==> config.mk <==
export PLATFORM = sky130hd
export DESIGN_NAME = gate_bist_flat
export DESIGN_NICKNAME = d
export VERILOG_FILES = /design/src/rtl/gate_bist_if.sv /design/src/rtl/gate_bist.sv /design/src/flat_wrapper.sv
export SDC_FILE = /design/constraint.sdc
export NUM_CORES = 1
export LEC_CHECK = 0
export CORE_UTILIZATION = 59
export CTS_BUF_LIST = sky130_fd_sc_hd__clkbuf_8
export DETAILED_ROUTE_END_ITERATION = 10
export PLACE_DENSITY = 0.93
export SLEW_MARGIN = 40
export SYNTH_ARGS = -nofsm -noshare
export SYNTH_HDL_FRONTEND = slang
export SYNTH_SLANG_ARGS = --single-unit
==> constraint.sdc <==
create_clock -name clk -period 3.4 [get_ports clk]
set_clock_uncertainty 0.05 [all_clocks]
set_input_delay 0.34 -clock clk [delete_from_list [all_inputs] [get_ports clk]]
set_output_delay 0.34 -clock clk [all_outputs]
set_load 0.03 [all_outputs]
==> src/rtl/gate_bist_if.sv <==
// Stimulus/response bundle between the gate BIST sequencer and its driver.
// The master side owns start/func and plays the gate under test (dut_y).
interface gate_bist_if;
    logic       start;
    logic [2:0] func;
    logic       dut_a;
    logic       dut_b;
    logic       dut_y;
    logic       busy;
    logic       done;
    logic       pass;
    logic [3:0] fail_mask;
    logic [2:0] err_count;

    modport master (
        output start, func, dut_y,
        input  dut_a, dut_b, busy, done,
        input  pass, fail_mask, err_count
    );

    modport slave (
        input  start, func, dut_y,
        output dut_a, dut_b, busy, done,
        output pass, fail_mask, err_count
    );
endinterface

==> src/rtl/gate_bist.sv <==
// Exhaustive 2-input gate checker: sweeps {a,b}=00..11, samples dut_y
// after SETTLE_CYCLES and compares it with a selectable truth table.
module gate_bist #(
    parameter int unsigned SETTLE_CYCLES = 2
) (
    input  logic        clk,
    input  logic        rst,
    gate_bist_if.slave  bus
);
    typedef enum logic {IDLE, RUN} state_t;

    localparam logic [3:0] SETTLE = 4'(SETTLE_CYCLES);

    state_t     state;
    logic [3:0] cnt;
    logic [1:0] idx;
    logic [2:0] fn;
    logic       exp_y;
    logic       miss;

    function automatic logic ref_y(
        input logic [2:0] f,
        input logic       a,
        input logic       b
    );
        case (f)
            3'b000:  ref_y = a & b;
            3'b001:  ref_y = a | b;
            3'b010:  ref_y = a ^ b;
            3'b011:  ref_y = ~(a & b);
            3'b100:  ref_y = ~(a | b);
            3'b101:  ref_y = ~(a ^ b);
            3'b110:  ref_y = a;
            default: ref_y = ~a;
        endcase
    endfunction

    // Case inequality so an undriven or X output counts as a mismatch.
    always_comb begin
        exp_y = ref_y(fn, bus.dut_a, bus.dut_b);
        miss  = (bus.dut_y !== exp_y);
    end

    always_ff @(posedge clk or posedge rst) begin
        if (rst) begin
            state         <= IDLE;
            cnt           <= '0;
            idx           <= '0;
            fn            <= '0;
            bus.dut_a     <= 1'b0;
            bus.dut_b     <= 1'b0;
            bus.busy      <= 1'b0;
            bus.done      <= 1'b0;
            bus.pass      <= 1'b0;
            bus.fail_mask <= '0;
            bus.err_count <= '0;
        end else begin
            bus.done <= 1'b0;
            unique case (state)
                IDLE: begin
                    if (bus.start) begin
                        state         <= RUN;
                        fn            <= bus.func;
                        cnt           <= SETTLE;
                        idx           <= '0;
                        bus.dut_a     <= 1'b0;
                        bus.dut_b     <= 1'b0;
                        bus.busy      <= 1'b1;
                        bus.pass      <= 1'b0;
                        bus.fail_mask <= '0;
                        bus.err_count <= '0;
                    end
                end
                RUN: begin
                    if (cnt > 4'd1) begin
                        cnt <= cnt - 4'd1;
                    end else begin
                        if (miss) begin
                            bus.fail_mask[idx] <= 1'b1;
                            bus.err_count      <= bus.err_count + 3'd1;
                        end
                        if (idx != 2'd3) begin
                            idx                    <= idx + 2'd1;
                            {bus.dut_a, bus.dut_b} <= idx + 2'd1;
                            cnt                    <= SETTLE;
                        end else begin
                            // Vector 11 stays applied after the run ends.
                            state    <= IDLE;
                            bus.busy <= 1'b0;
                            bus.done <= 1'b1;
                            bus.pass <= (bus.err_count == 3'd0) && !miss;
                        end
                    end
                end
            endcase
        end
    end
endmodule

==> src/flat_wrapper.sv <==
// flat-port wrapper written by rule: the top's interface ports become plain ports
module gate_bist_flat 
#(
    parameter int unsigned SETTLE_CYCLES = 2
)
  (clk, rst, bus_start, bus_func, bus_dut_y, bus_dut_a, bus_dut_b, bus_busy, bus_done, bus_pass, bus_fail_mask, bus_err_count);
  gate_bist_if bus_i ();
  input  logic clk;
  input  logic rst;
  input wire logic [$bits(bus_i.start)-1:0] bus_start;
  input wire logic [$bits(bus_i.func)-1:0] bus_func;
  input wire logic [$bits(bus_i.dut_y)-1:0] bus_dut_y;
  output wire logic [$bits(bus_i.dut_a)-1:0] bus_dut_a;
  output wire logic [$bits(bus_i.dut_b)-1:0] bus_dut_b;
  output wire logic [$bits(bus_i.busy)-1:0] bus_busy;
  output wire logic [$bits(bus_i.done)-1:0] bus_done;
  output wire logic [$bits(bus_i.pass)-1:0] bus_pass;
  output wire logic [$bits(bus_i.fail_mask)-1:0] bus_fail_mask;
  output wire logic [$bits(bus_i.err_count)-1:0] bus_err_count;
  assign bus_i.start = bus_start;
  assign bus_i.func = bus_func;
  assign bus_i.dut_y = bus_dut_y;
  assign bus_dut_a = bus_i.dut_a;
  assign bus_dut_b = bus_i.dut_b;
  assign bus_busy = bus_i.busy;
  assign bus_done = bus_i.done;
  assign bus_pass = bus_i.pass;
  assign bus_fail_mask = bus_i.fail_mask;
  assign bus_err_count = bus_i.err_count;
  gate_bist #(.SETTLE_CYCLES(SETTLE_CYCLES)) u_core (.clk(clk), .rst(rst), .bus(bus_i));
endmodule
==> results of run 1 <==
[layer usage]
layer	wire length (um)	track usage [%]	up-vias
met4	65	16.47	0
met1	1017	30.67	456
met5	0	0	-
li1	-	-	461
met3	152	5.098	7
met2	1129	40.83	37
[stage by stage]
stage / cell area, um^2 / utilization, % / instances / total power, W
final: 1415 / 79.37 / 167 / 0.001475
after CTS: 1415 / 79.37 / 167 / 0.001474
after global placement: 1344 / 75.37 / 163 / 0.001194
after global routing: 1415 / 79.37 / 167 / 0.001582
after detailed placement: 1344 / 75.37 / 163 / 0.001229
after floorplan: 1162 / - / 124 / 0.001010
[final cells by class]
cell class,instances,area share [%]
multi-input cells,89,41.73
flip-flops and latches,20,35.37
repair buffers,18,12.73
clock buffers,3,2.918
inverters,11,2.918
well taps,25,2.210
clock inverters,1,2.122
[sequential cells by signal, indices dropped and copies added (netlist names)]
name,flops
u_core.bus.fail_mask,4
u_core.cnt,4
u_core.bus.err_count,3
u_core.fn,3
u_core.bus.busy,1
u_core.bus.done,1
u_core.bus.dut_b,1
u_core.bus.pass,1
u_core.idx,1
u_core.state,1
[cell families (layout without fill, tap and decap cells)]
family,count (synthesis),after routing,share of synthesized area (%)
adders and majority gates,10,10,10.76
xor gates and xnor gates,2,2,1.507
and+or+nand+nor,51,51,22.71
buffers and inverters,15,33,6.136
AOI/OAI and AO/OA,25,25,14.96
DFF,20,20,43.06
muxes,1,1,0.8612
[cell usage in the layout (no fill, tap or decap), drive strengths merged, types with 2 or more instances in the layout]
| master | n |
|---|---|
| nand2b | 4 |
| clkdlybuf4s50 | 18 |
| clkbuf | 3 |
| ha | 10 |
| o21ai | 11 |
| nand2 | 21 |
| dfrtp | 20 |
| or4 | 2 |
| inv | 10 |
| nor3 | 2 |
| nor2 | 10 |
| a32o | 3 |
| a31oi | 2 |
| or2 | 2 |
| nand3 | 2 |
| o311ai | 3 |
[power groups by stage]
stage,clock network (W),registers [W],logic (W)
2_1_floorplan,0,0.000559,0.000451
3_3_place_gp,0,0.000469,0.000725
3_5_place_dp,0,0.000473,0.000755
4_1_cts,0.000240,0.000471,0.000763
5_1_grt,0.000245,0.000493,0.000845
6_report,0.000237,0.000474,0.000764
[worst max path at each step]
stage | from | end | depth (start not counted)
3_3_place_gp | u_core.bus.dut_b$_DFFE_PP0P_ | u_core.bus.pass$_DFFE_PP0P_ | 7
5_1_grt | u_core.idx[1]$_DFFE_PP0P_ | u_core.bus.pass$_DFFE_PP0P_ | 7
2_1_floorplan | u_core.bus.dut_b$_DFFE_PP0P_ | u_core.bus.err_count[0]$_DFFE_PP0P_ | 8
6_report | u_core.idx[1]$_DFFE_PP0P_ | u_core.bus.pass$_DFFE_PP0P_ | 7
4_1_cts | u_core.idx[1]$_DFFE_PP0P_ | u_core.bus.pass$_DFFE_PP0P_ | 7
3_5_place_dp | u_core.bus.dut_b$_DFFE_PP0P_ | u_core.bus.pass$_DFFE_PP0P_ | 7
[critical path: stages (launching register included)]
cell,delay (ps)
dfrtp_1,470
inv_1,130
ha_1,330
nand2b_1,150
a211o_1,270
a31oi_1,430
nor2_1,110
o41ai_1,350
==> flow_metrics.py, run 1 <==
metrics = {
    "cells_and_area": {
        "fill_cells": 105,
        "register_area_um2": 500.5,
        "multi_input_area_um2": 590.6,
        "diodes": 0,
        "area_growth_pct": 21.74,
        "drive_gt1_share_pct": 5.634,
        "final_nets": 160,
    },
    "routing": {
        "drt-total-wl_mm": 2.364,
        "first_pass_iters": 4,
        "via_per_inst": 5.754,
        "num_vias": 961,
        "drt_iter0_drc": 37,
        "wire_per_inst_um": 14.16,
        "drcViolationCount": 0,
        "ant_nets": 0,
    },
    "pwr": {
        "swShare_pct": 43.02,
        "clockPowerShare_pct": 16.1,
        "pwr-share-comb_pct": 51.8,
        "ir_drop_mv": 0.6604,
        "power_density_nw_per_um2": 1042,
        "power.leakage_nw": 0.6382,
        "seqPwrFrac_pct": 32.1,
        "netSwitchingPower_w": 0.0006343,
        "p_int_w": 0.0008402,
    },
    "global_routing": {
        "antenna_found_initial": 0,
        "grt_pass1_vias": 868,
        "grt_max_degree": 24,
        "grt_use_total_pct": 25.47,
        "grt_pass1_wl_mm": 3.739,
        "overflow": 0,
    },
    "cts": {
        "ctsHoldBuffers": 0,
        "htreeDepth": 1,
        "cts-buffers-inserted": 3,
        "post_cts_buffers": 0,
        "clk_latency_ps": 260,
        "cts_tree": "yes",
        "clock_sinks": 20,
        "clkTransAtPathRegs_ps": 70,
        "cts_resized": 0,
        "cts-root-buf": "clkbuf_8",
        "clk_path_buf_depth": 2,
    },
    "logic_synthesis": {
        "synthArstFlopShare_pct": 100.0,
        "ys_top_cells_by_area": "dfrtp_1, ha_1, nand2_1",
        "syn-num-nets": 141,
        "syn_area_um2": 1162,
        "synth_seq_cells": 20,
        "syn_inst": 124,
        "synthTopCellsByCount": "nand2_1, dfrtp_1, inv_1, o21ai_0",
        "synth-main-ff-cell": "dfrtp_1",
        "yosysUniqueCellTypes": 35,
        "yosysTopAreaCell": "dfrtp_1",
        "yosysMostFrequentCell": "nand2_1",
        "yosysSeqAreaShare_pct": 43.06,
        "yosysTopAreaCellShare_pct": 43.06,
        "synth-edff-count": 0,
        "syn_avg_cell_area_um2": 9.374,
        "ys_warn_count": 0,
    },
    "sta": {
        "timing.fmax_mhz": 415.1,
        "worst_pin_slew_ps": 686.3,
        "rsz0062_at_grt": "false",
        "hold_ws_ps": 357.5,
        "setup_viol": 0,
        "relSlewSlack_pct": 53.96,
        "hold_viol": 0,
        "drv_slew": 0,
        "fin_setup_tns_ps": 0,
        "fin_crit_sh_pct": 70.86,
        "setup_slack_ps": 990.8,
        "post-route-min-period_ps": 2409,
    },
    "place": {
        "place_hpwl_mm": 1.687,
        "pre_cts_slack_ps": 1030,
        "finalWeightedCongestion": 0.8004,
        "portBuffers": 18,
    },
    "floorplanning": {
        "die_area_um2": 2152,
        "dieWidth_um": 46.39,
        "io_pins": 19,
        "die_y_um": 46.39,
        "core_um2": 1783,
        "num_rows": 15,
        "start_util_pct": 65.19,
    },
    "critical_path": {
        "required_ps": 3500,
        "cp_data_arrival_time_ps": 2510,
        "endpoint_kind": "flop",
        "critPathMaxFanout": 9,
        "critPathKind": "reg -> reg",
        "rr_endpoint": "u_core.bus.pass$_DFFE_PP0P_",
        "start_kind": "flop",
        "r2r_start": "u_core.idx[1]$_DFFE_PP0P_",
        "reg2reg_slack_ps": 990,
        "r2r_cells": 7,
    },
    "status": {
        "status": "finished, final reports clean",
    },
    "run": {
        "cap_violations": 0,
    },
    "hold_path": {
        "hold_class": "in -> async",
    },
}
No activity file was read; power rests on OpenSTA's default activity.
==> run 2: changes to the inputs <==
CORE_UTILIZATION = 49   (was 59)
PLACE_DENSITY = 0.83   (was 0.93)
clock period = 1.9 ns   (was 3.4 ns; I/O delays follow)
==> run 2 against run 1 <==
The flow now finishes with violations (negative setup slack). Power is 130% higher. Die area is 19% higher. Utilization is 3.8 points lower. Worst hold slack worse by 150 ps. Setup slack worse by 1300 ps.
==> flow_metrics.py, run 2 (synthesis gave the netlist of run 1 again) <==
metrics = {
    "global_routing": {
        "antenna_found_initial": 0,
        "grt_pass1_vias": 1095,
        "overflow": 0,
        "grt_max_degree": 21,
        "grt_pass1_wl_mm": 4.857,
        "grt_use_total_pct": 25.88,
    },
    "floorplanning": {
        "die_area_um2": 2571,
        "dieWidth_um": 50.71,
        "io_pins": 19,
        "core_um2": 2233,
        "die_y_um": 50.71,
        "start_util_pct": 52.04,
        "num_rows": 17,
    },
    "place": {
        "dpl.cell_count": 181,
        "pre_cts_slack_ps": -358.1,
        "portBuffers": 18,
        "place_hpwl_mm": 2.045,
        "finalWeightedCongestion": 0.8761,
        "place_area_um2": 1483,
    },
    "routing": {
        "drt-total-wl_mm": 3.372,
        "first_pass_iters": 4,
        "ant_nets": 0,
        "wire_per_inst_um": 17.38,
        "num_vias": 1150,
        "drcViolationCount": 0,
        "drt_iter0_drc": 57,
        "via_per_inst": 5.928,
    },
    "critical_path": {
        "slowest_delay_ps": 450,
        "crit_top_cell": "buf_4",
        "path_cells": "inv_4 -> ha_4 -> nand2b_4 -> a211o_1 -> buf_4 -> a31oi_4 -> buf_6 -> buf_4 -> nor2_2 -> o41ai_2",
        "path_buf_inv": 4,
        "endpoint_kind": "flop",
        "critPathTopFamily": "compound AO/OA/AOI/OAI gates",
        "crit_path_top_delay_cell": "dfrtp_2",
        "required_ps": 2000,
        "start_kind": "flop",
        "critPathKind": "reg -> reg",
        "cp_data_arrival_time_ps": 2350,
        "critPathMaxFanout": 6,
    },
    "sta": {
        "worst_pin_slew_ps": 537.7,
        "rsz0062_at_grt": "true",
        "setup_viol": 8,
        "hold_viol": 0,
        "relSlewSlack_pct": 64.02,
        "post-route-min-period_ps": 2248,
        "timing.fmax_mhz": 444.9,
        "fin_crit_sh_pct": 118.3,
        "drv_slew": 0,
        "setup_slack_ps": -347.6,
    },
    "cells_and_area": {
        "top_regs": "u_core.bus.fail_mask x4, u_core.cnt x4",
        "design_area_um2": 1688,
        "finalNonFillerCells": 194,
        "final_nets": 184,
        "drive_gt1_share_pct": 30.72,
        "final_cell_mix": "buf_4, nand2_1, dfrtp_1",
        "area_growth_pct": 45.21,
        "fill_cells": 140,
        "final_common_cell": "buf_4",
        "register_area_um2": 503.0,
        "diodes": 0,
        "multi_input_area_um2": 678.2,
    },
    "cts": {
        "htreeDepth": 1,
        "cts-root-buf": "clkbuf_8",
        "clock_sinks": 20,
        "cts_tree": "yes",
        "clkTransAtPathRegs_ps": 70,
        "clk_latency_ps": 260,
        "cts-buffers-inserted": 3,
        "ctsHoldBuffers": 0,
        "clk_path_buf_depth": 2,
    },
    "hold_path": {
        "hold_class": "in -> async",
    },
    "run": {
        "cap_violations": 0,
    },
    "pwr": {
        "fin_total_pwr_w": 0.003321,
        "ir_drop_mv": 1.251,
        "power.leakage_nw": 0.7890,
        "power_density_nw_per_um2": 1967,
    },
    "status": {
        "violations": "negative setup slack",
        "status": "finished with violations",
    },
}
## run 2: worst paths after layout
path                                                   from                           to  slack (ps)  cells past startpoint
worst min-delay path                                    rst    u_core.bus.done$_DFF_PP0_         200                      3
worst max register to register    u_core.idx[1]$_DFFE_PP0P_  u_core.bus.pass$_DFFE_PP0P_        -350                     10
worst min register to register  u_core.bus.busy$_DFFE_PP0P_  u_core.bus.busy$_DFFE_PP0P_         460                      2
min in group clk                                bus_func[0]     u_core.fn[0]$_DFFE_PP0P_         410                      3
max in group asynchronous                               rst    u_core.idx[1]$_DFFE_PP0P_        1360                      3
worst max-delay path              u_core.idx[1]$_DFFE_PP0P_  u_core.bus.pass$_DFFE_PP0P_        -350                     10
## run 2: timing repair
item | in CTS | in global routing
resized for setup | 10 | 14
setup endpoints to repair | 8 | 10
pin swaps | 7 | 9
setup buffers | 6 | 3
## run 2: final cells by class
| type | instances | area share, % |
|---|---|---|
| inverter | 11 | 2.743 |
| clock buffer | 4 | 3.262 |
| timing repair buffer | 42 | 21.94 |
| sequential | 20 | 29.80 |
| tap | 28 | 2.076 |
| multi-input combinational | 89 | 40.18 |
## run 2: worst register-to-register path: stages, from the launching register on
cell and delay (ps):
dfrtp_2 450, inv_4 100, ha_4 210, nand2b_4 130
a211o_1 300, buf_4 150, a31oi_4 220, buf_6 150
buf_4 100, nor2_2 40, o41ai_2 230
## run 2: per-layer routing
metal / wire, um / track usage [%] / up-vias
li1: - / - / 512
met1: 1316 / 29.79 / 560
met2: 1746 / 43.33 / 67
met3: 221 / 7.273 / 11
met4: 89 / 13.43 / 0
met5: 0 / 0 / -
## run 2: power breakdown
group,switching [W],leakage [nW],internal [W]
registers,0.000230,0.241,0.000627
clock network,0.000148,0.0288,0.000185
logic,0.00108,0.519,0.00105
## run 2: per-stage QoR
stage          hold slack, ps  util [%]  setup TNS, ps
2_1_floorplan           103.7         -          -1878
3_3_place_gp            412.8     66.39          -1218
3_5_place_dp            430.8     66.39          -2092
4_1_cts                 206.1     72.66          -1411
5_1_grt                 229.6     75.57          -2580
6_report                203.6     75.57          -2000
